$ cat config.mk
export PLATFORM = sky130hd
export DESIGN_NAME = systolic_feeder
export DESIGN_NICKNAME = d
export VERILOG_FILES = /design/src/rtl/matmul_pkg.sv /design/src/rtl/skew_delay_line.sv /design/src/rtl/systolic_feeder.sv
export SDC_FILE = /design/constraint.sdc
export NUM_CORES = 1
export LEC_CHECK = 0
export BUFFER_PORTS_ARGS = -buffer_cell sky130_fd_sc_hd__buf_2
export CORE_ASPECT_RATIO = 0.6
export CORE_MARGIN = 2
export CORE_UTILIZATION = 45
export CTS_CLUSTER_SIZE = 24
export DETAILED_ROUTE_END_ITERATION = 16
export PLACE_DENSITY = 0.74
export SLEW_MARGIN = 10
export SYNTH_ARGS = -nofsm -noshare
export SYNTH_HDL_FRONTEND = slang
export SYNTH_SLANG_ARGS = --single-unit
$ cat constraint.sdc
create_clock -name clk -period 7.3 [get_ports clk]
set_input_delay 1.46 -clock clk [delete_from_list [all_inputs] [get_ports clk]]
set_output_delay 1.46 -clock clk [all_outputs]
set_load 0.02 [all_outputs]
$ cat src/rtl/matmul_pkg.sv
// Shared types and constants for the output-stationary systolic matmul array.
// Holds the default array geometry, the feeder FSM state type, the
// sign-magnitude element layout and the flush-length helper.
package matmul_pkg;

    localparam int N_DEF  = 4;
    localparam int DW_DEF = 8;

    typedef enum logic [1:0] {
        IDLE   = 2'd0,
        STREAM = 2'd1,
        FLUSH  = 2'd2,
        DONE   = 2'd3
    } feeder_state_t;

    // Sign-magnitude element: bit DW-1 is the sign, the rest is the magnitude.
    // 0x80 (negative zero) is a legal encoding and means magnitude 0.
    typedef struct packed {
        logic              sign;
        logic [DW_DEF-2:0] mag;
    } sm_elem_t;

    // Zero-beats needed after the last real beat: N-1 to drain the skew,
    // N-1 to cross the array columns, and 1 for the final accumulate.
    function automatic int FLUSH_LEN(input int n);
        return 2 * (n - 1) + 1;
    endfunction

endpackage

$ cat src/rtl/skew_delay_line.sv
// One lane of the input skew: a DEPTH-stage shift register that moves only
// on adv. Lane i is built with DEPTH = i+1, so an element entering at advance
// step s reaches the output after advance step s+i.
module skew_delay_line #(
    parameter int DEPTH = 1,
    parameter int DW    = 8
) (
    input  logic          clk,
    input  logic          rst,
    input  logic          adv,
    input  logic [DW-1:0] din,
    output logic [DW-1:0] dout
);

    logic [DW-1:0] stages [DEPTH];

    // Shift the whole line by one stage on every advance; hold otherwise.
    always_ff @(posedge clk or posedge rst) begin
        if (rst) begin
            for (int j = 0; j < DEPTH; j++) begin
                stages[j] <= '0;
            end
        end else if (adv) begin
            stages[0] <= din;
            for (int j = 1; j < DEPTH; j++) begin
                stages[j] <= stages[j-1];
            end
        end
    end

    assign dout = stages[DEPTH-1];

endmodule

$ cat src/rtl/systolic_feeder.sv
// West-edge feeder for the systolic matmul array. Accepts one A column-slice
// per beat over a valid/ready stream, skews lane i by i advances, drives the
// global PE enable and then flushes zeros until every PE has accumulated.
// Optional build macro FEEDER_STALL_CNT_EN adds a saturating stall counter.
//
// Handshake: a beat transfers on a rising clk edge where in_valid and
// in_ready are both high; in_ready depends only on the FSM state, and
// in_data must be stable while in_valid is high.
module systolic_feeder
    import matmul_pkg::*;
#(
    parameter int N    = N_DEF,
    parameter int DW   = DW_DEF,
    parameter int KMAX = 16,
    parameter int CW   = $clog2(KMAX + 1)
) (
    input  logic            clk,
    input  logic            rst,
    input  logic            start,
    input  logic [CW-1:0]   k_len,
    input  logic            in_valid,
    output logic            in_ready,
    input  logic [N*DW-1:0] in_data,
    output logic [N*DW-1:0] out_data,
    output logic            pe_en,
    output logic            busy,
    output logic            done
`ifdef FEEDER_STALL_CNT_EN
    ,
    output logic [15:0]     stall_cnt
`endif
);

    localparam int F  = FLUSH_LEN(N);
    localparam int FW = $clog2(F + 1);

    // state is kept as a plain named signal so checkers can bind to it.
    feeder_state_t   state;
    feeder_state_t   state_next;
    logic [CW-1:0]   k_reg;
    logic [CW-1:0]   beat_cnt;
    logic [FW-1:0]   flush_cnt;
    logic [CW-1:0]   k_clamped;
    logic            adv;
    logic            accept;
    logic [N*DW-1:0] lane_in;

    // Oversized job lengths are clamped to the array's inner-dimension limit.
    always_comb begin
        k_clamped = (k_len > CW'(KMAX)) ? CW'(KMAX) : k_len;
    end

    // State register.
    always_ff @(posedge clk or posedge rst) begin
        if (rst) begin
            state <= IDLE;
        end else begin
            state <= state_next;
        end
    end

    // Next-state logic plus the state-decoded handshake and advance strobe.
    always_comb begin
        state_next = state;
        in_ready   = 1'b0;
        adv        = 1'b0;
        accept     = 1'b0;
        case (state)
            IDLE: begin
                if (start) begin
                    accept     = 1'b1;
                    state_next = (k_clamped == '0) ? DONE : STREAM;
                end
            end
            STREAM: begin
                in_ready = 1'b1;
                adv      = in_valid;
                if (in_valid && (beat_cnt == k_reg - 1'b1)) begin
                    state_next = FLUSH;
                end
            end
            FLUSH: begin
                adv = 1'b1;
                if (flush_cnt == FW'(F - 1)) begin
                    state_next = DONE;
                end
            end
            DONE: begin
                state_next = IDLE;
            end
            default: begin
                state_next = IDLE;
            end
        endcase
    end

    // Zeros are shifted in everywhere except while streaming real beats.
    always_comb begin
        lane_in = (state == STREAM) ? in_data : '0;
    end

    assign busy = (state != IDLE);
    assign done = (state == DONE);

    // Job length capture and beat/flush progress counters.
    always_ff @(posedge clk or posedge rst) begin
        if (rst) begin
            k_reg     <= '0;
            beat_cnt  <= '0;
            flush_cnt <= '0;
        end else if (accept) begin
            k_reg     <= k_clamped;
            beat_cnt  <= '0;
            flush_cnt <= '0;
        end else begin
            if (state == STREAM && adv) begin
                beat_cnt <= beat_cnt + 1'b1;
            end
            if (state == FLUSH) begin
                flush_cnt <= flush_cnt + 1'b1;
            end
        end
    end

    // PEs sample out_data exactly once per advance, in the following cycle.
    always_ff @(posedge clk or posedge rst) begin
        if (rst) begin
            pe_en <= 1'b0;
        end else begin
            pe_en <= adv;
        end
    end

`ifdef FEEDER_STALL_CNT_EN
    // Count STREAM cycles without a valid beat; cleared when a job is accepted.
    always_ff @(posedge clk or posedge rst) begin
        if (rst) begin
            stall_cnt <= '0;
        end else if (accept) begin
            stall_cnt <= '0;
        end else if (state == STREAM && !in_valid && stall_cnt != 16'hFFFF) begin
            stall_cnt <= stall_cnt + 16'd1;
        end
    end
`endif

    for (genvar i = 0; i < N; i++) begin : g_lane
        skew_delay_line #(
            .DEPTH (i + 1),
            .DW    (DW)
        ) u_line (
            .clk  (clk),
            .rst  (rst),
            .adv  (adv),
            .din  (lane_in[i*DW +: DW]),
            .dout (out_data[i*DW +: DW])
        );
    end

endmodule
==> impl_results.md <==
* Worst EP required at 7.52 ns
* Worst hold endpoint: g_lane[2].u_line.dout[7]
* FP Rows at 27
* Buffers on Ports at 76
* Drt pass-1 iters at 4
* Clock slew at reported path FFs at 0.06 ns
* H-tree depth at 3
* Worst r2r path cells at 9
* Post-Synthesis Cells at 475
* Final WL at 8.32 mm
* Status: finished clean
* CP Max Fanout at 81
* Vias in the first global route at 3,072
* GRT overflow at 0
* CTS Buffer Depth at 2
* Max VDD drop at 424 uV
* Die area at 0.0102 mm2
* Routed len/inst at 12.7 um
* Clk Latency, worst-skew pair at 0.34 ns
* Crit Reg-Reg Endpoint: g_lane[0].u_line.dout[4]
* Boundary Pins at 77
* Avg Vias per Cell at 4.78
* Pre-CTS WS at 3.67 ns
* CTS resizes at 0
* Pwr dens at 449 mW/mm2
* Routed vias at 3,123
* Max Cap Viol at 0
* CP endpoint kind: flop
* Setup CP Type: in2reg
* Launching point of the worst reg2reg path: state[0]
* Post-synthesis sequential area ratio at 56.9%
* Leakage at 0.00275 uW
* HPWL after detailed placement at 5.56 mm
* Most used cell, CP: buf_4
* Setup repair after global routing missed its margin: no
* Minimum clock period at 3.28 ns
* Hold crit path type: reg2reg
* Max incr delay on CP at 0.60 ns
* Die Y at 79.0 um
* Crit path max-delay family: buffers and inverters
* Nets at 568
* FMAX at 305 MHz
* # DRC at 0
* Layout cells sized above 1 at 18.5%
* Initial antenna violation count at 0
* Critical path's slowest cell: buf_4
* Initial Util at 46.1%
* Clk_skew at 0.00678 ns
* Largest register FFs at 48
* Setup slack, reg-to-reg at 4.41 ns
* Total Routing Usage GR at 18.0%
* Num CTS Buffers at 9
* Clock Tree Root: clkbuf_16
* Reg with most FFs: g_lane.u_line.stages
* Antenna viol nets, final at 0
* Worst-Margin Slew at 0.836 ns
* Avg Cell Area, Syn at 8.89 um2
* Worst-path cell chain: buf_2 > a21o_1 > nand2_2 > buf_4 > inv_2 > buf_4 > nand3_1 > nand2_1
* Warnings, synthesis at 0
* Fin. Hold Viols at 0
* Arr. time, crit path at 3.50 ns
* WP buf/inv at 4
* Setup violations, final at 0
* Post-synth ARST share at 100%
* Cell variety after synth at 32
* Gp weighted congestion at 0.824
* TritonCTS clock tree: done
* Most frequent cells in the layout: nand2_1 (220), dfrtp_1 (96), buf_2 (76), nand3_1 (34), nor2_1 (12)
* Syn_nets at 525
* Post-CTS Setup Repair Bufs at 0
* #FFs+latches synth at 96
* TNS Setup at 0 ns
* Worst Hold Launch: g_lane[2].u_line.stages[15]
* Core region area at 0.00916 mm2
* Max transition margin at 44.1%
* Cts hold-fix bufs at 0
* # clock sinks at 96
* Max Slew Vio Count at 0
* Final setup margin at 4.02 ns
* Most common cell after layout, fill and taps aside: nand2_1
* First-pass GRT wire length at 14.4 mm
* Fin crit share at 44.9%
* Die Wd at 129 um
* Pin count of the biggest net entering global routing at 82
* ANT cells at 0
* CP Launch Type: primary input
* Worst Hold Path Cells at 2
* Synth Flop Type: dfrtp_1
* Post-synth EDFFs at 0
* Area Overhead vs Synth at 13.5%
* DRT iter0 DRCs at 168
* Mapped Area at 0.00422 mm2
-- through the flow --
| step | util, % | cell area, um2 | total power [uW] | cells | hold WS (ns) |
|---|---|---|---|---|---|
| 2_1_floorplan | - | 4220 | 1560 | 475 | 0.439 |
| 3_3_place_gp | 49.3 | 4510 | 1680 | 637 | 0.448 |
| 3_5_place_dp | 49.3 | 4510 | 1720 | 637 | 0.451 |
| 4_1_cts | 52.3 | 4790 | 2180 | 653 | 0.465 |
| 5_1_grt | 52.3 | 4790 | 2330 | 653 | 0.488 |
| 6_report | 52.3 | 4790 | 2150 | 653 | 0.464 |
-- power by group --
group	leakage [uW]	switching, uW	total, uW	internal, uW
registers	0.00129	128	882	754
clock network	0.000140	188	452	264
logic	0.00132	563	819	255
-- cells in the mapped netlist, types with 2 or more instances --
library cell / count / area, um2
a221oi_1: 2 / 17.5
and2_1: 2 / 12.5
buf_1: 2 / 7.51
buf_2: 9 / 45.0
buf_4: 24 / 180
clkbuf_1: 12 / 45.0
dfrtp_1: 96 / 2400
ha_1: 9 / 113
inv_1: 9 / 33.8
mux2i_1: 2 / 20.0
nand2_1: 221 / 830
nand2b_1: 3 / 18.8
nand3_1: 34 / 170
nand3b_1: 3 / 22.5
nand4_1: 3 / 18.8
nor2_1: 12 / 45.0
nor3_1: 4 / 20.0
o21ai_0: 3 / 15.0
or4_1: 2 / 15.0
xnor2_1: 3 / 26.3
xor2_1: 9 / 78.8
-- how the worst max path moves through the flow --
stage	start	endpoint	cells past startpoint
floorplan	rst	beat_cnt[0]	1
global placement	in_valid	g_lane[3].u_line.stages[28]	8
detailed placement	in_valid	g_lane[0].u_line.dout[4]	8
CTS	in_valid	g_lane[0].u_line.dout[4]	8
global route	in_valid	g_lane[0].u_line.dout[4]	8
finish	in_valid	g_lane[0].u_line.dout[4]	8
-- worst register-to-register path, stage by stage (launching register included) --
cell and delay (ns):
dfrtp_1 0.41, inv_1 0.10, ha_1 0.31, a21o_1 0.21
nand2_2 0.06, buf_4 0.60, inv_2 0.43, buf_4 0.41
nand3_1 0.17, nand2_1 0.07
-- metal layers --
metal	up-vias	part of all wire [%]	wire length [um]	track usage, %
li1	1545	-	-	-
met1	1478	48	3990	23.7
met2	94	45	3700	28.0
met3	6	6.6	549	6.87
met4	0	0.94	78	4.67
met5	-	0	0	0
-- area by class of cell --
type	count	area, um2
Fill cell	866	4360
Sequential cell	96	2400
Multi-Input combinational cell	321	1500
Timing Repair Buffer	80	410
Clock buffer	12	236
Tap cell	130	163
Clock inverter	4	45.0
Inverter	10	40.0
-- cells by family (layout without fill, tap and decap cells) --
| group | after synthesis | in the layout | synth area share, % |
|---|---|---|---|
| AO/OA/AOI/OAI | 11 | 11 | 1.87 |
| adder cells (fa/ha/maj) | 9 | 9 | 2.67 |
| XOR/XNOR | 12 | 12 | 2.49 |
| AND/OR/NAND/NOR | 287 | 287 | 27.9 |
| buffers and inverters | 58 | 106 | 7.74 |
| multiplexers | 2 | 2 | 0.474 |
| flip-flops | 96 | 96 | 56.9 |
No activity file was read; power rests on OpenSTA's default activity.
